### src/rtl/avg_pair_sched.sv
// Sequencer for a sample buffer feeding a pairwise-averaging datapath:
// captures cfg_len bytes into the RAM, then streams (j, j+stride) read pairs.
//
// state   | meaning
// IDLE    | waiting for start, config checked here
// LOAD    | accepting input bytes into RAM
// COMPUTE | issuing paired reads, valid/ready to datapath
// DONE    | one-cycle completion pulse, counters cleared
module avg_pair_sched #(
    parameter int DEPTH = 128,
    parameter int AW    = 7,
    parameter int SW    = 4
) (
    input  logic          clk,
    input  logic          reset,
    input  logic          start,
    input  logic [AW:0]   cfg_len,
    input  logic [SW-1:0] cfg_stride,
    input  logic          in_valid,
    output logic          in_ready,
    output logic          mem_we,
    output logic [AW-1:0] mem_waddr,
    output logic          mem_re,
    output logic [AW-1:0] mem_raddr_a,
    output logic [AW-1:0] mem_raddr_b,
    output logic          pair_valid,
    output logic          pair_last,
    input  logic          pair_ready,
    output logic          busy,
    output logic          done,
    output logic          err
);

    typedef enum logic [1:0] {IDLE, LOAD, COMPUTE, DONE} state_t;

    state_t        state;
    state_t        state_nxt;
    logic [AW:0]   len_r;
    logic [SW-1:0] str_r;
    logic [AW:0]   wcnt;
    logic [AW:0]   j;
    logic [AW-1:0] last_a;
    logic [AW-1:0] last_b;

    logic [AW:0]   str_ext;
    logic [AW:0]   npairs;
    logic [AW:0]   npairs_m1;
    logic [AW:0]   len_m1;
    logic [AW-1:0] j_b;
    logic          issue;
    logic          accept;
    logic          load_end;
    logic          cfg_bad;

    always_comb begin
        str_ext   = (AW+1)'(str_r);
        npairs    = len_r - str_ext;
        npairs_m1 = npairs - (AW+1)'(1);
        len_m1    = len_r - (AW+1)'(1);
        j_b       = j[AW-1:0] + str_ext[AW-1:0];
        issue     = (state == COMPUTE) && (j < npairs) && (!pair_valid || pair_ready);
        accept    = pair_valid && pair_ready;
        load_end  = (state == LOAD) && in_valid && (wcnt == len_m1);
        cfg_bad   = (32'(cfg_len) < 32'd2) || (32'(cfg_len) > 32'(DEPTH)) ||
                    (cfg_stride == '0) || (32'(cfg_stride) >= 32'(cfg_len));
    end

    always_comb begin
        state_nxt   = state;
        in_ready    = 1'b0;
        mem_we      = 1'b0;
        mem_waddr   = wcnt[AW-1:0];
        mem_re      = issue;
        // Between issues the read addresses stay on the pair being presented.
        mem_raddr_a = issue ? j[AW-1:0] : last_a;
        mem_raddr_b = issue ? j_b : last_b;
        busy        = (state != IDLE);
        done        = (state == DONE);
        unique case (state)
            IDLE: begin
                if (start && !cfg_bad) state_nxt = LOAD;
            end
            LOAD: begin
                in_ready = 1'b1;
                mem_we   = in_valid;
                if (load_end) state_nxt = COMPUTE;
            end
            COMPUTE: begin
                if (accept && pair_last) state_nxt = DONE;
            end
            DONE: begin
                state_nxt = IDLE;
            end
            default: state_nxt = IDLE;
        endcase
    end

    always_ff @(posedge clk) begin
        if (reset) begin
            state      <= IDLE;
            len_r      <= '0;
            str_r      <= '0;
            wcnt       <= '0;
            j          <= '0;
            last_a     <= '0;
            last_b     <= '0;
            pair_valid <= 1'b0;
            pair_last  <= 1'b0;
            err        <= 1'b0;
        end else begin
            state <= state_nxt;
            err   <= (state == IDLE) && start && cfg_bad;

            if (state == IDLE && start) begin
                len_r <= cfg_len;
                str_r <= cfg_stride;
            end

            if (load_end)
                wcnt <= '0;
            else if (state == LOAD && in_valid)
                wcnt <= wcnt + (AW+1)'(1);

            if (issue) begin
                j          <= j + (AW+1)'(1);
                last_a     <= j[AW-1:0];
                last_b     <= j_b;
                pair_valid <= 1'b1;
                pair_last  <= (j == npairs_m1);
            end else if (pair_ready) begin
                pair_valid <= 1'b0;
                pair_last  <= 1'b0;
            end

            if (state == DONE) begin
                wcnt       <= '0;
                j          <= '0;
                last_a     <= '0;
                last_b     <= '0;
                pair_valid <= 1'b0;
                pair_last  <= 1'b0;
            end
        end
    end

endmodule

### config.mk
export PLATFORM = sky130hd
export DESIGN_NAME = avg_pair_sched
export DESIGN_NICKNAME = d
export VERILOG_FILES = /design/src/rtl/avg_pair_sched.sv
export SDC_FILE = /design/constraint.sdc
export NUM_CORES = 1
export LEC_CHECK = 0
export CORE_UTILIZATION = 47
export CTS_CLUSTER_DIAMETER = 150
export CTS_CLUSTER_SIZE = 25
export DETAILED_ROUTE_END_ITERATION = 8
export GPL_TIMING_DRIVEN = 0
export PLACE_DENSITY = 0.78
export RECOVER_POWER = 50
export SKIP_LAST_GASP = 1
export SYNTH_ARGS = -nofsm -noshare
export SYNTH_HDL_FRONTEND = slang
export SYNTH_SLANG_ARGS = --single-unit
### constraint.sdc
create_clock -name clk -period 5.3 [get_ports clk]
set_input_delay 1.06 -clock clk [delete_from_list [all_inputs] [get_ports clk]]
set_output_delay 1.06 -clock clk [all_outputs]
set_load 0.1 [all_outputs]
==> results_tabular.tex, run 1 <==
\begin{tabular}{lr}
\hline
Metric & Value \\
\hline
\multicolumn{2}{l}{\textbf{Run status}} \\
\quad Result of the run & finished, violations left \\
\quad Failing checks & DRC \\
\multicolumn{2}{l}{\textbf{Logic synthesis}} \\
\quad Post-synthesis share of cell area spent on xor and xnor gates & 0.119 \\
\quad Average cell area after synthesis & about 8.7 um2 \\
\quad Syn Nets & 408 \\
\quad Combinational family with the most area after synthesis & simple AND/OR/NAND/NOR gates \\
\quad Proportion of synthesized chip area in sequential cells & 0.298 \\
\quad Adder and majority cell fraction of the synthesized area & 0.120 \\
\quad Synth Instances & 362 \\
\quad Leading register cell type out of synthesis & sky130\_fd\_sc\_hd\_\_dfxtp\_1 \\
\quad Count of distinct cell types in the synthesized netlist & 55 \\
\quad Synthesized flop and latch total & 47 \\
\quad Synthesized-area fraction occupied by ao, oa, aoi and oai cells & 0.128 \\
\quad Simple-gate share of the synthesized area & 0.207 \\
\quad Mux contribution to synthesized area & 0.0685 \\
\quad Fraction of synthesis flops using an asynchronous set or reset pin & 0 \\
\quad Cell area after synthesis & 3160 um2 \\
\quad Synth warnings & 0 \\
\quad Count of flip-flops with a built-in enable after synthesis & 0 \\
\multicolumn{2}{l}{\textbf{Route}} \\
\quad Routed Wire Length & 7020 um \\
\quad Vias & 2666 \\
\quad First-pass iteration count of the detailed router & 6 \\
\quad Via count normalized by instance count & roughly 5.4 \\
\quad First-iteration detailed-routing DRC count & 80 \\
\quad DRC & 6 \\
\quad Post-detailed-route count of antenna-violating nets & 0 \\
\quad Routed length per instance & 14.1 um \\
\multicolumn{2}{l}{\textbf{Timing}} \\
\quad Relative slew slack & 0.344 \\
\quad Worst clock skew & 0.00481 ns \\
\quad Final setup violation count & 0 \\
\quad Slew @ Worst Pin & 0.981 ns \\
\quad Max-slew violation count & 0 \\
\quad Fraction of the cycle the final worst path needs & 0.962 \\
\quad Final number of hold-violating endpoints & 0 \\
\quad Tightest hold margin & between 0.4 and 0.5 ns \\
\quad Crit path time final & 5.10 ns \\
\quad Highest attainable clock frequency & between 150 and 200 MHz \\
\quad Unrepaired setup endpoints after global routing & false \\
\multicolumn{2}{l}{\textbf{Layout}} \\
\quad Nets@finish & 465 \\
\quad Final standard cell area without fillers & 3840 um2 \\
\quad Register area & 942 um2 \\
\quad Multi-input combinational cell area & approximately 2100 um2 \\
\quad Total inserted antenna cells & 0 \\
\quad Final std cells w/o fill & 497 \\
\quad Synth-to-Final Area Change & 21.4\% \\
\quad Fraction of final layout cells sized beyond drive strength 1 & 0.155 \\
\quad Number of inserted filler cells in the final layout & 564 \\
\multicolumn{2}{l}{\textbf{Clock tree}} \\
\quad CTS buffer count & 5 \\
\quad Count of hold-fix buffers inserted at cts & 0 \\
\quad Cell at the root of the clock tree & sky130\_fd\_sc\_hd\_\_clkbuf\_8 \\
\quad Clock sinks & 47 \\
\quad Worst-path clk slew & approximately 0.080 ns \\
\quad Clk Latency, worst-skew pair & 0.30 ns \\
\quad H-tree Lvls & 2 \\
\quad Clock tree from TritonCTS & built \\
\quad Max Root-Sink Buffers & 2 \\
\multicolumn{2}{l}{\textbf{Pwr}} \\
\quad Total leakage power & between 1.5 and 2 nW \\
\quad Maximum ir drop on the vdd rail & 0.617 mV \\
\quad Design Power & roughly 1.6 mW \\
\quad Pwr per Cell Area & 424 nW/um2 \\
\multicolumn{2}{l}{\textbf{Die}} \\
\quad Floorplan row count & 29 \\
\quad Core footprint & about 6400 um2 \\
\quad Vert. Die Dim & about 84 um \\
\quad Starting density of the core & 0.492 \\
\quad Die area & 7060 um2 \\
\quad Die X-Extent & around 84 um \\
\quad Count of boundary I/O pins & 46 \\
\multicolumn{2}{l}{\textbf{Global route}} \\
\quad Number of global-route vias before repair & 2610 \\
\quad GRT overflow & 0 \\
\quad Wire length of the first global-routing pass & $\sim$12000 um \\
\quad Largest net degree at the start of global routing & 14 \\
\quad Antenna violations before repair & 1 \\
\quad Overall fraction of global-route tracks in use & 0.207 \\
\multicolumn{2}{l}{\textbf{Worst setup path}} \\
\quad Type of destination of the critical path & primary output \\
\quad Critical path class & reg -> out \\
\quad Kind of launch point of the worst setup path & flop \\
\quad Data arrival at the endpoint of the critical path & 4.04 ns \\
\quad Data required, critical path & around 4.2 ns \\
\quad Crit path max fanout & 10 \\
\multicolumn{2}{l}{\textbf{Place}} \\
\quad Number of input and output port buffers inserted & 44 \\
\quad Placed instance count & 483 \\
\quad Total cell area at the placement stage & roughly 3700 um2 \\
\quad Sum of net half-perimeters after detailed placement & 5210 um \\
\quad Final weighted congestion of routability-driven global placement & roughly 0.83 \\
\multicolumn{2}{l}{\textbf{Min path}} \\
\quad Min-Delay Path Class & reg -> reg \\
\multicolumn{2}{l}{\textbf{Run}} \\
\quad Maximum capacitance violations & 0 \\
\hline
\end{tabular}
-- cells in the final DEF (no fill, tap or decap), types with 3 or more instances in the layout --
cell type                          n
sky130_fd_sc_hd__mux2_2            9
sky130_fd_sc_hd__o21ai_0           5
sky130_fd_sc_hd__clkdlybuf4s50_1  13
sky130_fd_sc_hd__inv_1            20
sky130_fd_sc_hd__nand2b_1          5
sky130_fd_sc_hd__buf_4            25
sky130_fd_sc_hd__nor3_1            8
sky130_fd_sc_hd__nor2b_1           3
sky130_fd_sc_hd__mux2_4            5
sky130_fd_sc_hd__a211oi_1          3
sky130_fd_sc_hd__o21ai_1           3
sky130_fd_sc_hd__nor2_1           26
sky130_fd_sc_hd__xnor2_1          25
sky130_fd_sc_hd__dlygate4sd3_1    16
sky130_fd_sc_hd__or4_1             4
sky130_fd_sc_hd__and2_1           15
sky130_fd_sc_hd__nand3_1           8
sky130_fd_sc_hd__dfxtp_1          46
sky130_fd_sc_hd__nand4_1           4
sky130_fd_sc_hd__a21o_1            5
sky130_fd_sc_hd__and3_1            3
sky130_fd_sc_hd__nand2_1          37
sky130_fd_sc_hd__xor2_1           17
sky130_fd_sc_hd__mux2i_1           4
sky130_fd_sc_hd__clkbuf_8          7
sky130_fd_sc_hd__ha_1             27
sky130_fd_sc_hd__nor4_1            3
sky130_fd_sc_hd__clkbuf_1         13
sky130_fd_sc_hd__a21oi_1          18
-- kinds of logic (layout without fill, tap and decap cells) --
| logic type | after synthesis | in the layout |
|---|---|---|
| compound gates | 55 | 55 |
| xor+xnor | 43 | 43 |
| fa+ha+maj | 29 | 29 |
| buf+inv | 41 | 99 |
| flops | 47 | 47 |
| mux | 18 | 18 |
| simple gates | 129 | 129 |
-- power breakdown --
part,switching (mW),internal (mW)
combinational,0.602,0.357
sequential,0.0410,0.387
clock,0.119,0.119
total,0.762,0.864
-- final timing paths --
| kind | from | endpoint | depth (start not counted) | slack [ns] |
|---|---|---|---|---|
| max | len_r[0] | mem_re | 14 | 0.20 |
| min | str_r[2] | str_r[2] | 2 | 0.49 |
| min reg2reg | str_r[2] | str_r[2] | 2 | 0.49 |
| max reg2reg | len_r[0] | j[6] | 15 | 1.45 |
-- Yosys cell counts, types with 9 or more instances --
cell	instances	area, um2
sky130_fd_sc_hd__xnor2_1	26	228
sky130_fd_sc_hd__dfxtp_1	47	941
sky130_fd_sc_hd__ha_1	27	338
sky130_fd_sc_hd__nor2_1	26	97.6
sky130_fd_sc_hd__inv_1	20	75.1
sky130_fd_sc_hd__mux2_2	9	101
sky130_fd_sc_hd__a21oi_1	19	95.1
sky130_fd_sc_hd__nand2_1	37	139
sky130_fd_sc_hd__xor2_1	17	149
sky130_fd_sc_hd__clkbuf_1	11	41.3
sky130_fd_sc_hd__and2_1	17	106
-- sequential cells by signal, summed over array words and instances, names as in the netlist --
register / flops
err: 1
j: 8
state: 2
last_a: 7
wcnt: 8
last_b: 7
pair_last: 1
str_r: 4
len_r: 8
pair_valid: 1
-- worst max-delay path, stage by stage, from the launching register on --
cell	delay (ns)
sky130_fd_sc_hd__dfxtp_2	0.40
sky130_fd_sc_hd__inv_1	0.09
sky130_fd_sc_hd__ha_1	0.23
sky130_fd_sc_hd__fa_1	0.40
sky130_fd_sc_hd__nand2b_1	0.20
sky130_fd_sc_hd__a21oi_4	0.20
sky130_fd_sc_hd__xnor2_2	0.16
sky130_fd_sc_hd__inv_1	0.12
sky130_fd_sc_hd__ha_1	0.31
sky130_fd_sc_hd__a21o_1	0.21
sky130_fd_sc_hd__o311ai_2	0.31
sky130_fd_sc_hd__a311oi_4	0.22
sky130_fd_sc_hd__nor2_4	0.16
sky130_fd_sc_hd__buf_6	0.18
sky130_fd_sc_hd__clkdlybuf4s18_2	0.56
-- metrics by stage --
| step | TNS, ns | worst slack, ns | utilization |
|---|---|---|---|
| 3_3_place_gp | -7.13 | -0.573 | 0.577 |
| 3_5_place_dp | -8.41 | -0.659 | 0.577 |
| 2_1_floorplan | 0 | 0.0591 | - |
| 5_1_grt | 0 | 0.0495 | 0.598 |
| 4_1_cts | -0.0412 | -0.0412 | 0.593 |
| 6_report | 0 | 0.203 | 0.598 |
-- area by class of cell --
type                       instances  area share
sequential                        47       0.246
timing repair buffer              50       0.116
clock buffer                       8      0.0261
buffer                            21      0.0300
inverter                          20      0.0196
multi-input combinational        274       0.537
tap                               77      0.0251
-- timing repair --
| action | CTS | global route |
|---|---|---|
| setup buffers | 5 | 1 |
| pin swaps | 2 | 1 |
| gates resized for setup | 86 | 9 |
| endpoints found under the setup margin | 15 | 15 |
-- layer usage --
layer,wire length (um),global-route usage,vias to the layer above
li1,-,-,1349
met1,3350,0.262,1275
met2,3390,0.365,37
met3,202,0.0326,5
met4,68,0.0502,0
met5,0,0,-
Power figures use the tool's default switching activity.
==> run 2: changes to the inputs <==
- PLACE_DENSITY: 0.78 -> 0.82
==> run 2 against run 1 <==
Largest power group unchanged. Final area hardly changed. First-iteration DRC count up 110%. Via count increased by 2.9%. Final cell count is 0.20% lower. Global-route usage is 1.2 points higher. Non-clock buffer count decreased by 1. The run still ends with DRC left. Register-to-register slack gained 0.03 ns. Clock power hardly changed. Maximum frequency is 0.65% lower.
==> results_tabular.tex, run 2 (synthesized netlist as in run 1, its figures left out) <==
\begin{tabular}{lr}
\hline
Metric & Value \\
\hline
\multicolumn{2}{l}{\textbf{Clock tree}} \\
\quad Clock sinks & 47 (unchanged) \\
\quad Worst-path clk slew & 0.08 ns (about the same) \\
\quad Max Root-Sink Buffers & 2 (unchanged) \\
\quad CTS buffer count & 5 (unchanged) \\
\quad Count of hold-fix buffers inserted at cts & 0 (unchanged) \\
\quad Cell at the root of the clock tree & sky130\_fd\_sc\_hd\_\_clkbuf\_8 (unchanged) \\
\quad Clock tree from TritonCTS & built (unchanged) \\
\quad Clk Latency, worst-skew pair & 0.30 ns (about the same) \\
\quad H-tree Lvls & 2 (unchanged) \\
\multicolumn{2}{l}{\textbf{Pwr}} \\
\quad Sequential cell fraction of total power & 0.263 (was 0.264) \\
\quad Pint & 0.862 mW (was 0.864 mW) \\
\quad Design Power & 1.63 mW (about the same) \\
\quad Clock share of power & 0.145 (was 0.146) \\
\quad Maximum ir drop on the vdd rail & 0.476 mV (was 0.617 mV) \\
\quad Total leakage power & 1.67 nW (was 1.68 nW) \\
\quad Logic gate share of total power & 0.592 (was 0.590) \\
\quad Switch share & 0.472 (was 0.469) \\
\quad Pwr per Cell Area & 426 nW/um2 (was 424 nW/um2) \\
\quad Net Sw Power & 0.772 mW (was 0.762 mW) \\
\multicolumn{2}{l}{\textbf{Place}} \\
\quad Placed instance count & 483 (unchanged) \\
\quad Number of input and output port buffers inserted & 44 (unchanged) \\
\quad Setup WS pre-CTS & -0.652 ns (was -0.659 ns) \\
\quad Final weighted congestion of routability-driven global placement & 0.861 (was 0.826) \\
\quad Sum of net half-perimeters after detailed placement & 5360 um (was 5210 um) \\
\multicolumn{2}{l}{\textbf{Route}} \\
\quad DRC & 2 (was 6) \\
\quad Via count normalized by instance count & 5.53 (was 5.36) \\
\quad Post-detailed-route count of antenna-violating nets & 0 (unchanged) \\
\quad First-iteration detailed-routing DRC count & 167 (was 80) \\
\quad Routed length per instance & 14.7 um (was 14.1 um) \\
\quad First-pass iteration count of the detailed router & 6 (unchanged) \\
\quad Vias & 2743 (was 2666) \\
\quad Routed Wire Length & 7320 um (was 7020 um) \\
\multicolumn{2}{l}{\textbf{Worst setup path}} \\
\quad Depth of the worst register-to-register path & 15 (unchanged) \\
\quad Kind of launch point of the worst setup path & flop (unchanged) \\
\quad Type of destination of the critical path & primary output (unchanged) \\
\quad Endpoint of the worst-slack reg-to-reg timing path & j[6] (unchanged) \\
\quad Slowest stage delay, CP & 0.48 ns (was 0.56 ns) \\
\quad Data arrival at the endpoint of the critical path & 4.07 ns (was 4.04 ns) \\
\quad Critical path class & reg -> out (unchanged) \\
\quad Cell-by-cell trace of the critical path & inv\_1, ha\_1, fa\_1, nand2b\_1, a21oi\_4, xnor2\_2, inv\_1, ha\_1, nand2\_1, a21oi\_1, o311ai\_2, a311oi\_4, nor2\_4, buf\_6, mux2\_4, buf\_4 (was inv\_1, ha\_1, fa\_1, nand2b\_1, a21oi\_4, xnor2\_2, inv\_1, ha\_1, a21o\_1, o311ai\_2, a311oi\_4, nor2\_4, buf\_6, clkdlybuf4s18\_2) \\
\quad Crit path max fanout & 10 (unchanged) \\
\quad Startpoint of the worst register-to-register path & len\_r[0] (unchanged) \\
\quad Worst R2R Setup Slack & 1.48 ns (was 1.45 ns) \\
\quad Slowest stage cell, crit path & sky130\_fd\_sc\_hd\_\_a311oi\_4 (was sky130\_fd\_sc\_hd\_\_clkdlybuf4s18\_2) \\
\quad Data required, critical path & 4.24 ns (about the same) \\
\multicolumn{2}{l}{\textbf{Layout}} \\
\quad Synth-to-Final Area Change & 21.4\% (about the same) \\
\quad Commonest non-fill, non-tap cell in the layout & sky130\_fd\_sc\_hd\_\_dfxtp\_1 (unchanged) \\
\quad Fraction of final layout cells sized beyond drive strength 1 & 0.150 (was 0.155) \\
\quad Most frequent cells in the layout & sky130\_fd\_sc\_hd\_\_dfxtp\_1, sky130\_fd\_sc\_hd\_\_nand2\_1, sky130\_fd\_sc\_hd\_\_ha\_1 (unchanged) \\
\quad Nets@finish & 464 (was 465) \\
\quad Largest registers in the final layout & j (8), len\_r (8), wcnt (8) (unchanged) \\
\quad Total inserted antenna cells & 0 (unchanged) \\
\quad Number of inserted filler cells in the final layout & 550 (was 564) \\
\quad Final std cells w/o fill & 496 (was 497) \\
\multicolumn{2}{l}{\textbf{Timing}} \\
\quad Final Worst Setup Slack & 0.170 ns (was 0.203 ns) \\
\quad Relative slew slack & 0.343 (was 0.344) \\
\quad Worst clock skew & 0.00514 ns (was 0.00481 ns) \\
\quad Fraction of the cycle the final worst path needs & 0.968 (was 0.962) \\
\quad Highest attainable clock frequency & 195 MHz (was 196 MHz) \\
\quad Max-slew violation count & 0 (unchanged) \\
\quad Final number of hold-violating endpoints & 0 (unchanged) \\
\quad Crit path time final & 5.13 ns (was 5.10 ns) \\
\quad Final setup violation count & 0 (unchanged) \\
\quad Slew @ Worst Pin & 0.982 ns (was 0.981 ns) \\
\multicolumn{2}{l}{\textbf{Die}} \\
\quad Floorplan row count & 29 (unchanged) \\
\quad Die X-Extent & 84.0 um (unchanged) \\
\quad Vert. Die Dim & 84.0 um (unchanged) \\
\quad Die area & 7060 um2 (unchanged) \\
\quad Core footprint & 6420 um2 (unchanged) \\
\quad Count of boundary I/O pins & 46 (unchanged) \\
\quad Starting density of the core & 0.492 (unchanged) \\
\multicolumn{2}{l}{\textbf{Global route}} \\
\quad GRT overflow & 0 (unchanged) \\
\quad Wire length of the first global-routing pass & 12500 um (was 12000 um) \\
\quad Number of global-route vias before repair & 2747 (was 2610) \\
\quad Overall fraction of global-route tracks in use & 0.219 (was 0.207) \\
\quad Antenna violations before repair & 0 (was 1) \\
\quad Largest net degree at the start of global routing & 14 (unchanged) \\
\multicolumn{2}{l}{\textbf{Min path}} \\
\quad Terminating pin of the worst hold path & str\_r[0] (was str\_r[2]) \\
\quad Hold Path Cell Cnt & 2 (unchanged) \\
\quad Hold path startpoint & str\_r[0] (was str\_r[2]) \\
\quad Min-Delay Path Class & reg -> reg (unchanged) \\
\multicolumn{2}{l}{\textbf{Run status}} \\
\quad Failing checks & DRC (unchanged) \\
\quad Result of the run & finished, violations left (unchanged) \\
\multicolumn{2}{l}{\textbf{Run}} \\
\quad Maximum capacitance violations & 0 (unchanged) \\
\hline
\end{tabular}
==> run 2: cell count changes in the layout (fill, tap and decap cells not counted) <==
cell / before / now
sky130_fd_sc_hd__buf_4: 25 / 17
sky130_fd_sc_hd__clkdlybuf4s18_2: 1 / 0
sky130_fd_sc_hd__clkdlybuf4s15_2: 0 / 1
sky130_fd_sc_hd__buf_6: 1 / 4
sky130_fd_sc_hd__a21oi_1: 18 / 19
sky130_fd_sc_hd__a21oi_2: 2 / 1
sky130_fd_sc_hd__clkbuf_4: 1 / 5
==> run 2: cell type report <==
cell class	instances	area (um2)	share of cell area
repair buffers	49	452	0.118
plain buffers	21	115	0.0300
flip-flops and latches	47	942	0.245
well taps	77	96.3	0.0251
clock buffers	8	100	0.0261
multi-input cells	274	2060	0.536
inverters	20	75.1	0.0196
==> run 2: timing repair <==
item / 4_1_cts / 5_1_grt
pin swaps: 2 / 2
setup endpoints to repair: 15 / 15
gates resized for setup: 74 / 30
cloned: 0 / 0
setup buffers: 5 / 0
==> run 2: how the worst max path moves through the flow <==
stage	to	start	slack, ns	depth (start not counted)
floorplan	mem_raddr_b[1]	len_r[0]	0.06	12
finish	mem_raddr_a[3]	len_r[0]	0.17	16
detailed placement	mem_raddr_a[2]	len_r[0]	-0.65	16
global placement	mem_raddr_a[5]	len_r[0]	-0.59	16
CTS	mem_raddr_a[0]	len_r[0]	0.01	16
global route	mem_raddr_a[4]	len_r[0]	-0.002	16
==> run 2: critical path, delay by kind of cell (launching register included) <==
kind / cells / cell delay (ns)
AO/OA/AOI/OAI: 4 / 1.02
buffers and inverters: 4 / 0.60
adder cells (fa/ha/maj): 3 / 0.93
flip-flops: 1 / 0.40
AND/OR/NAND/NOR: 3 / 0.33
XOR/XNOR: 1 / 0.16
multiplexers: 1 / 0.30
==> run 2: layer usage <==
metal,GRT usage,part of all wire,vias to the layer above
li1,-,-,1352
met3,0.0346,0.038,13
met2,0.379,0.50,70
met1,0.271,0.44,1308
met5,0,0,-
met4,0.0862,0.021,0
==> run 2: per-stage QoR <==
step / setup TNS, ns / hold WS [ns] / area [um2] / util
after detailed placement: -7.92 / 0.481 / 3700 / 0.577
final: 0 / 0.491 / 3840 / 0.598
after global placement: -7.37 / 0.481 / 3700 / 0.577
after global routing: -0.00351 / 0.523 / 3840 / 0.598
after floorplan: 0 / 0.454 / 3170 / -
after CTS: 0 / 0.493 / 3780 / 0.589
==> run 2: power groups by stage <==
stage               registers, mW  clock network (mW)  logic [mW]
floorplan                   0.443                   0       0.737
global placement            0.434                   0       0.897
detailed placement          0.437                   0       0.930
CTS                         0.428               0.241       0.956
global route                0.435               0.253        1.05
finish                      0.430               0.238       0.967
==> run 3: changes to the inputs <==
- GPL_ROUTABILITY_DRIVEN: default -> 0
==> results of run 3 <==
The final DEF is identical to that of run 2; final timing and power are the same.
